<file path="src/rtl/mem_port_arbiter.sv">
// mem_port_arbiter: shares one single-port memory between the instruction
// fetch port and the load/store port. One requester is served at a time.
//
// Handshake: every port uses a hold-until-ack scheme. The requester raises
// req with stable address/data and keeps it high until a one-cycle ack. On
// the memory side mem_req and mem_* stay stable until mem_ack. An ack is
// only meaningful while the matching req is high. mem_ack seen outside a
// BUSY state is ignored.
module mem_port_arbiter #(
  parameter int AW              = 32,
  parameter int DW              = 32,
  parameter int MAX_DATA_STREAK = 4,
  parameter int TIMEOUT         = 16
) (
  input  logic          clk,
  input  logic          rst,
  input  logic          if_req,
  input  logic [AW-1:0] if_addr,
  output logic [DW-1:0] if_rdata,
  output logic          if_ack,
  input  logic          d_req,
  input  logic          d_we,
  input  logic [AW-1:0] d_addr,
  input  logic [DW-1:0] d_wdata,
  output logic [DW-1:0] d_rdata,
  output logic          d_ack,
  output logic          mem_req,
  output logic          mem_we,
  output logic [AW-1:0] mem_addr,
  output logic [DW-1:0] mem_wdata,
  input  logic [DW-1:0] mem_rdata,
  input  logic          mem_ack,
  output logic          bus_err,
  output logic          core_stall
);

  localparam logic     TIMEOUT_EN = (TIMEOUT != 0);
  localparam int       TW = TIMEOUT_EN ? $clog2(TIMEOUT + 1) : 1;
  localparam int       SW = $clog2(MAX_DATA_STREAK + 1);
  localparam logic [TW-1:0] TIMER_LAST = TW'(TIMEOUT_EN ? TIMEOUT - 1 : 0);
  localparam logic [TW-1:0] TIMER_SAT  = '1;
  localparam logic [SW-1:0] STREAK_MAX = SW'(MAX_DATA_STREAK);

  typedef enum logic [1:0] {
    IDLE    = 2'd0,
    BUSY_IF = 2'd1,
    BUSY_D  = 2'd2,
    DONE    = 2'd3
  } state_t;

  // state is kept as a named signal so checkers can bind to it directly
  state_t        state;
  state_t        state_next;
  logic [SW-1:0] streak;
  logic [TW-1:0] timer;
  logic          grant_d;
  logic          grant_if;
  logic          finish;
  logic          timed_out;
  logic          busy;

  assign busy       = (state == BUSY_IF) || (state == BUSY_D);
  assign core_stall = (if_req & ~if_ack) | (d_req & ~d_ack);

  // State register
  always_ff @(posedge clk) begin
    if (rst) state <= IDLE;
    else     state <= state_next;
  end

  // Next state, arbitration decision and transaction completion
  always_comb begin
    state_next = state;
    grant_d    = 1'b0;
    grant_if   = 1'b0;
    finish     = 1'b0;
    timed_out  = 1'b0;
    case (state)
      IDLE: begin
        // data wins unless fetch is waiting and data already had its streak
        if (d_req && (!if_req || (streak < STREAK_MAX))) begin
          grant_d    = 1'b1;
          state_next = BUSY_D;
        end else if (if_req) begin
          grant_if   = 1'b1;
          state_next = BUSY_IF;
        end
      end
      BUSY_IF, BUSY_D: begin
        // a real ack beats a timeout landing on the same cycle
        if (mem_ack) begin
          finish     = 1'b1;
          state_next = DONE;
        end else if (TIMEOUT_EN && (timer == TIMER_LAST)) begin
          finish     = 1'b1;
          timed_out  = 1'b1;
          state_next = DONE;
        end
      end
      DONE:    state_next = IDLE;
      default: state_next = IDLE;
    endcase
  end

  // Memory-side request registers, starvation streak, timeout timer, acks
  always_ff @(posedge clk) begin
    if (rst) begin
      mem_req   <= 1'b0;
      mem_we    <= 1'b0;
      mem_addr  <= '0;
      mem_wdata <= '0;
      if_ack    <= 1'b0;
      d_ack     <= 1'b0;
      if_rdata  <= '0;
      d_rdata   <= '0;
      bus_err   <= 1'b0;
      streak    <= '0;
      timer     <= '0;
    end else begin
      if_ack  <= 1'b0;
      d_ack   <= 1'b0;
      bus_err <= 1'b0;

      if (grant_d) begin
        mem_req   <= 1'b1;
        mem_we    <= d_we;
        mem_addr  <= d_addr;
        mem_wdata <= d_wdata;
        if (!if_req)                  streak <= '0;
        else if (streak != STREAK_MAX) streak <= streak + 1'b1;
      end

      if (grant_if) begin
        mem_req   <= 1'b1;
        mem_we    <= 1'b0;
        mem_addr  <= if_addr;
        mem_wdata <= '0;
        streak    <= '0;
      end

      if (busy) begin
        if (timer != TIMER_SAT) timer <= timer + 1'b1;
      end else begin
        timer <= '0;
      end

      if (finish) begin
        mem_req <= 1'b0;
        bus_err <= timed_out;
        if (state == BUSY_IF) begin
          if_ack   <= 1'b1;
          if_rdata <= timed_out ? '0 : mem_rdata;
        end else begin
          d_ack   <= 1'b1;
          d_rdata <= (timed_out || mem_we) ? '0 : mem_rdata;
        end
      end
    end
  end

endmodule
</file>
<file path="config.mk">
export PLATFORM = sky130hd
export DESIGN_NAME = mem_port_arbiter
export DESIGN_NICKNAME = d
export VERILOG_FILES = /design/src/rtl/mem_port_arbiter.sv
export SDC_FILE = /design/constraint.sdc
export NUM_CORES = 1
export LEC_CHECK = 0
export ABC_AREA = 1
export BUFFER_PORTS_ARGS = -buffer_cell sky130_fd_sc_hd__buf_2
export CAP_MARGIN = 5
export CELL_PAD_IN_SITES_DETAIL_PLACEMENT = 1
export CELL_PAD_IN_SITES_GLOBAL_PLACEMENT = 2
export CORE_ASPECT_RATIO = 0.7
export CORE_MARGIN = 10
export CORE_UTILIZATION = 22
export DETAILED_ROUTE_END_ITERATION = 6
export PLACE_DENSITY_LB_ADDON = 0.3
export SETUP_SLACK_MARGIN = 0.1
export SKIP_LAST_GASP = 1
export SYNTH_ARGS = -nofsm -noshare
export SYNTH_HDL_FRONTEND = slang
export SYNTH_SLANG_ARGS = --single-unit
</file>
<file path="constraint.sdc">
create_clock -name clk -period 1.6 [get_ports clk]
set_input_delay 0 -clock clk [delete_from_list [all_inputs] [get_ports clk]]
set_output_delay 0 -clock clk [all_outputs]
set_load 0.01 [all_outputs]
</file>
==> flow_metrics.py <==
metrics = {
    "clocking": {
        "cts_tree": "built",
        "clock_sinks": 143,
        "clockBufferDepth": 2,
        "cts.clk_slew.worst_paths_ns": 0.06,
        "h-tree-depth": 4,
        "clkLatencyLatePin_ns": 0.42,
        "cts_buffers": 17,
        "cts_root_buf": "clkbuf_16",
    },
    "global_routing": {
        "grt_pass1_wl_mm": 42.9,
        "track_usage_pct": 16.3,
        "grt_pass1_vias": 7193,
        "gr-usage-met3_pct": 5.23,
        "antenna_found_initial": 3,
        "busiest_layer": "met2",
        "grt_overflow_total": 0,
        "grt_max_degree": 35,
        "grtUsageMet2_pct": 26.1,
        "met1_usage_pct": 20.9,
    },
    "job": {
        "cap_violations": 0,
    },
    "hold_path": {
        "hp-class": "primary input to register",
    },
    "die": {
        "floorplan.initialDensity_pct": 22.5,
        "io_pins": 268,
        "die-area_mm2": 0.0335,
        "die_y_um": 156,
        "coreArea_mm2": 0.0259,
        "placementRows": 49,
        "die_x_um": 214,
    },
    "layout": {
        "syn2layout_area_growth_pct": 76.6,
        "nFillCells": 3182,
        "regArea_mm2": 0.00287,
        "instances_no_fill": 1586,
        "fin_area_mm2": 0.0103,
        "layout-drive-gt1-share_pct": 33.0,
        "nets": 1354,
        "multi_input_area_mm2": 0.00266,
    },
    "route": {
        "avgViaCountPerCell": 4.29,
        "ant_nets": 0,
        "first_iter_violations": 290,
        "first_pass_iters": 4,
        "drc": 0,
        "wl_mm": 28.3,
        "wl_per_cell_um": 17.8,
        "vias": 6806,
    },
    "critical_path": {
        "startpoint_type": "register",
        "r2r-end": "d_rdata[12]",
        "reg2regPathDepth": 11,
        "critPathKind": "register to register",
        "r2r_start": "timer[0]",
        "worstSetupEndpointType": "register",
        "cp_max_fo": 5,
        "cpPeakStageDelay_ns": 0.35,
        "path_cells": "ha_4, and3_4, ha_4, inv_4, nand2_4, nand3_4, nor2_4, buf_12, clkbuf_16, nand2_4, a21oi_1",
        "crit_end": "d_rdata[12]",
        "critical_path_required_ns": 1.95,
        "crit_start": "timer[0]",
        "arrival_ns": 2.06,
        "slowest_stage": "dfxtp_2",
        "r2r_setup_slack_ns": -0.11,
    },
    "timing": {
        "fin_skew_ns": 0.00633,
        "fin_crit_ns": 1.71,
        "rsz0062_at_grt": "yes",
        "fin_crit_sh_pct": 107,
        "layout_setup_ws_ns": -0.110,
        "max_freq_ghz": 0.585,
        "hold_viol_final": 0,
        "final-setup-viol-count": 64,
        "slew_viol_final": 0,
        "max_slew.worst_pin.slew_ns": 0.451,
        "max_slew_margin_pct": 69.9,
    },
    "synthesis": {
        "yosysMostFrequentCell": "nand2_1",
        "synth_top_cell_by_area": "dfxtp_1",
        "syn_area_mm2": 0.00582,
        "synth-edff-count": 0,
        "synth_cell_type_count": 29,
        "synth_seq_cells": 143,
        "synthFlopType": "dfxtp_1",
        "yosysWarnings": 0,
        "netlist_instances": 799,
        "synthTopCellsByCount": "nand2_1 (246), dfxtp_1 (143), nor2_1 (107)",
        "synth.area.top_cells": "dfxtp_1 (49%), nand2_1 (16%), nor2_1 (6.9%), a21oi_1 (6.2%), nand4_1 (3.5%)",
        "yosysTopAreaCellShare_pct": 49.2,
        "ys_async_sr_fraction_pct": 0,
        "ys_seq_area_share_pct": 49.2,
        "avgSynthCellArea_um2": 7.28,
        "syn_nets": 940,
    },
    "place": {
        "place_congestion": 0.740,
        "dp.final_hpwl_mm": 18.3,
        "placed_cells": 1399,
        "dpl_cell_area_mm2": 0.00776,
        "io_buffers": 267,
        "pre_cts_slack_ns": -0.113,
    },
    "power_and_ir_drop": {
        "finalPower_w": 0.0153,
        "ir_worst_vdd_uv": 893,
        "power_leakage_nw": 4.84,
        "p_per_area_mw_per_mm2": 1490,
    },
    "outcome": {
        "violations": "setup timing",
        "status": "finished, violations left",
    },
}
-- worst max-delay path: cells and delay by family (launching register included) --
kind / cells / cell delay [ns]
compound gates: 1 / 0.12
fa+ha+maj: 2 / 0.28
buf+inv: 3 / 0.36
flops: 1 / 0.35
simple gates: 5 / 0.52
-- layout by cell type, fill, tap and decap left out, types with 2 or more instances in the layout --
cell type	instances
buf_2	267
nand2_1	234
dfxtp_1	139
dlygate4sd3_1	126
nor2_1	103
a21oi_1	60
inv_1	45
nand3_1	36
nand4_1	33
o21ai_0	31
clkbuf_16	20
buf_4	20
buf_12	18
a21oi_2	13
nand2_2	9
buf_16	9
nand2_4	5
nor2_2	4
o21ai_1	4
ha_1	4
clkinv_2	4
dfxtp_2	4
diode_2	3
inv_4	3
ha_4	3
clkbuf_1	3
buf_6	3
inv_2	2
nand3_2	2
clkbuf_8	2
bufinv_16	2
clkinvlp_4	2
clkinv_4	2
-- what timing repair did --
item | 4_1_cts | 5_1_grt
hold buffers | 126 | 0
resized for setup | 23 | 36
pin swaps | 5 | 23
endpoints found under the setup margin | 124 | 135
setup buffers | 8 | 5
gates cloned | 11 | 3
endpoints found under the hold margin | 132 | 0
-- layout make-up --
cell class / count / share of cell area, %
diodes: 3 / 0.0731
repair buffers: 448 / 34.2
well taps: 357 / 4.35
inverters: 51 / 1.98
clock inverters: 10 / 1.10
multi-input cells: 552 / 25.9
clock buffers: 22 / 4.52
flip-flops and latches: 143 / 27.9
-- report_power, final --
part	switching, W	internal, W
combinational	0.00368	0.00316
sequential	0.000315	0.00419
clock	0.00161	0.00237
total	0.00560	0.00972
-- state kept, by name (all words and copies together), names as in the netlist, 2 cells and up --
| signal | flops |
|---|---|
| d_rdata | 32 |
| if_rdata | 32 |
| mem_addr | 32 |
| mem_wdata | 32 |
| timer | 5 |
| streak | 3 |
| state | 2 |
-- per-stage QoR --
step / hold WS [ns] / setup TNS (ns) / utilization, %
after floorplan: 0.132 / 0 / -
after global placement: 0.258 / -0.592 / 30.0
after detailed placement: 0.258 / -3.04 / 30.0
after CTS: 0.00308 / -2.43 / 38.9
after global routing: 0.0191 / -9.04 / 39.7
final: 0.0228 / -3.57 / 39.7
-- kinds of logic after synthesis --
logic type,synth area share [%]
AOI/OAI and AO/OA,10.0
adders and majority gates,1.51
buffers and inverters,8.00
DFF,49.2
and+or+nand+nor,31.3
-- layer usage --
metal	wire [um]	part of all wire [%]
met1	13700	48
met2	12600	45
met3	1620	5.7
met4	325	1.2
met5	0	0
-- worst min path at each step --
stage | start | endpoint | slack [ns] | cells after the start
5_1_grt | if_addr[0] | mem_addr[0] | 0.02 | 5
2_1_floorplan | d_req | core_stall | 0.13 | 2
6_report | if_addr[0] | mem_addr[0] | 0.02 | 5
3_3_place_gp | d_wdata[8] | mem_wdata[8] | 0.26 | 3
3_5_place_dp | d_wdata[4] | mem_wdata[4] | 0.26 | 3
4_1_cts | if_addr[7] | mem_addr[7] | 0.003 | 5
Power figures use the tool's default switching activity.
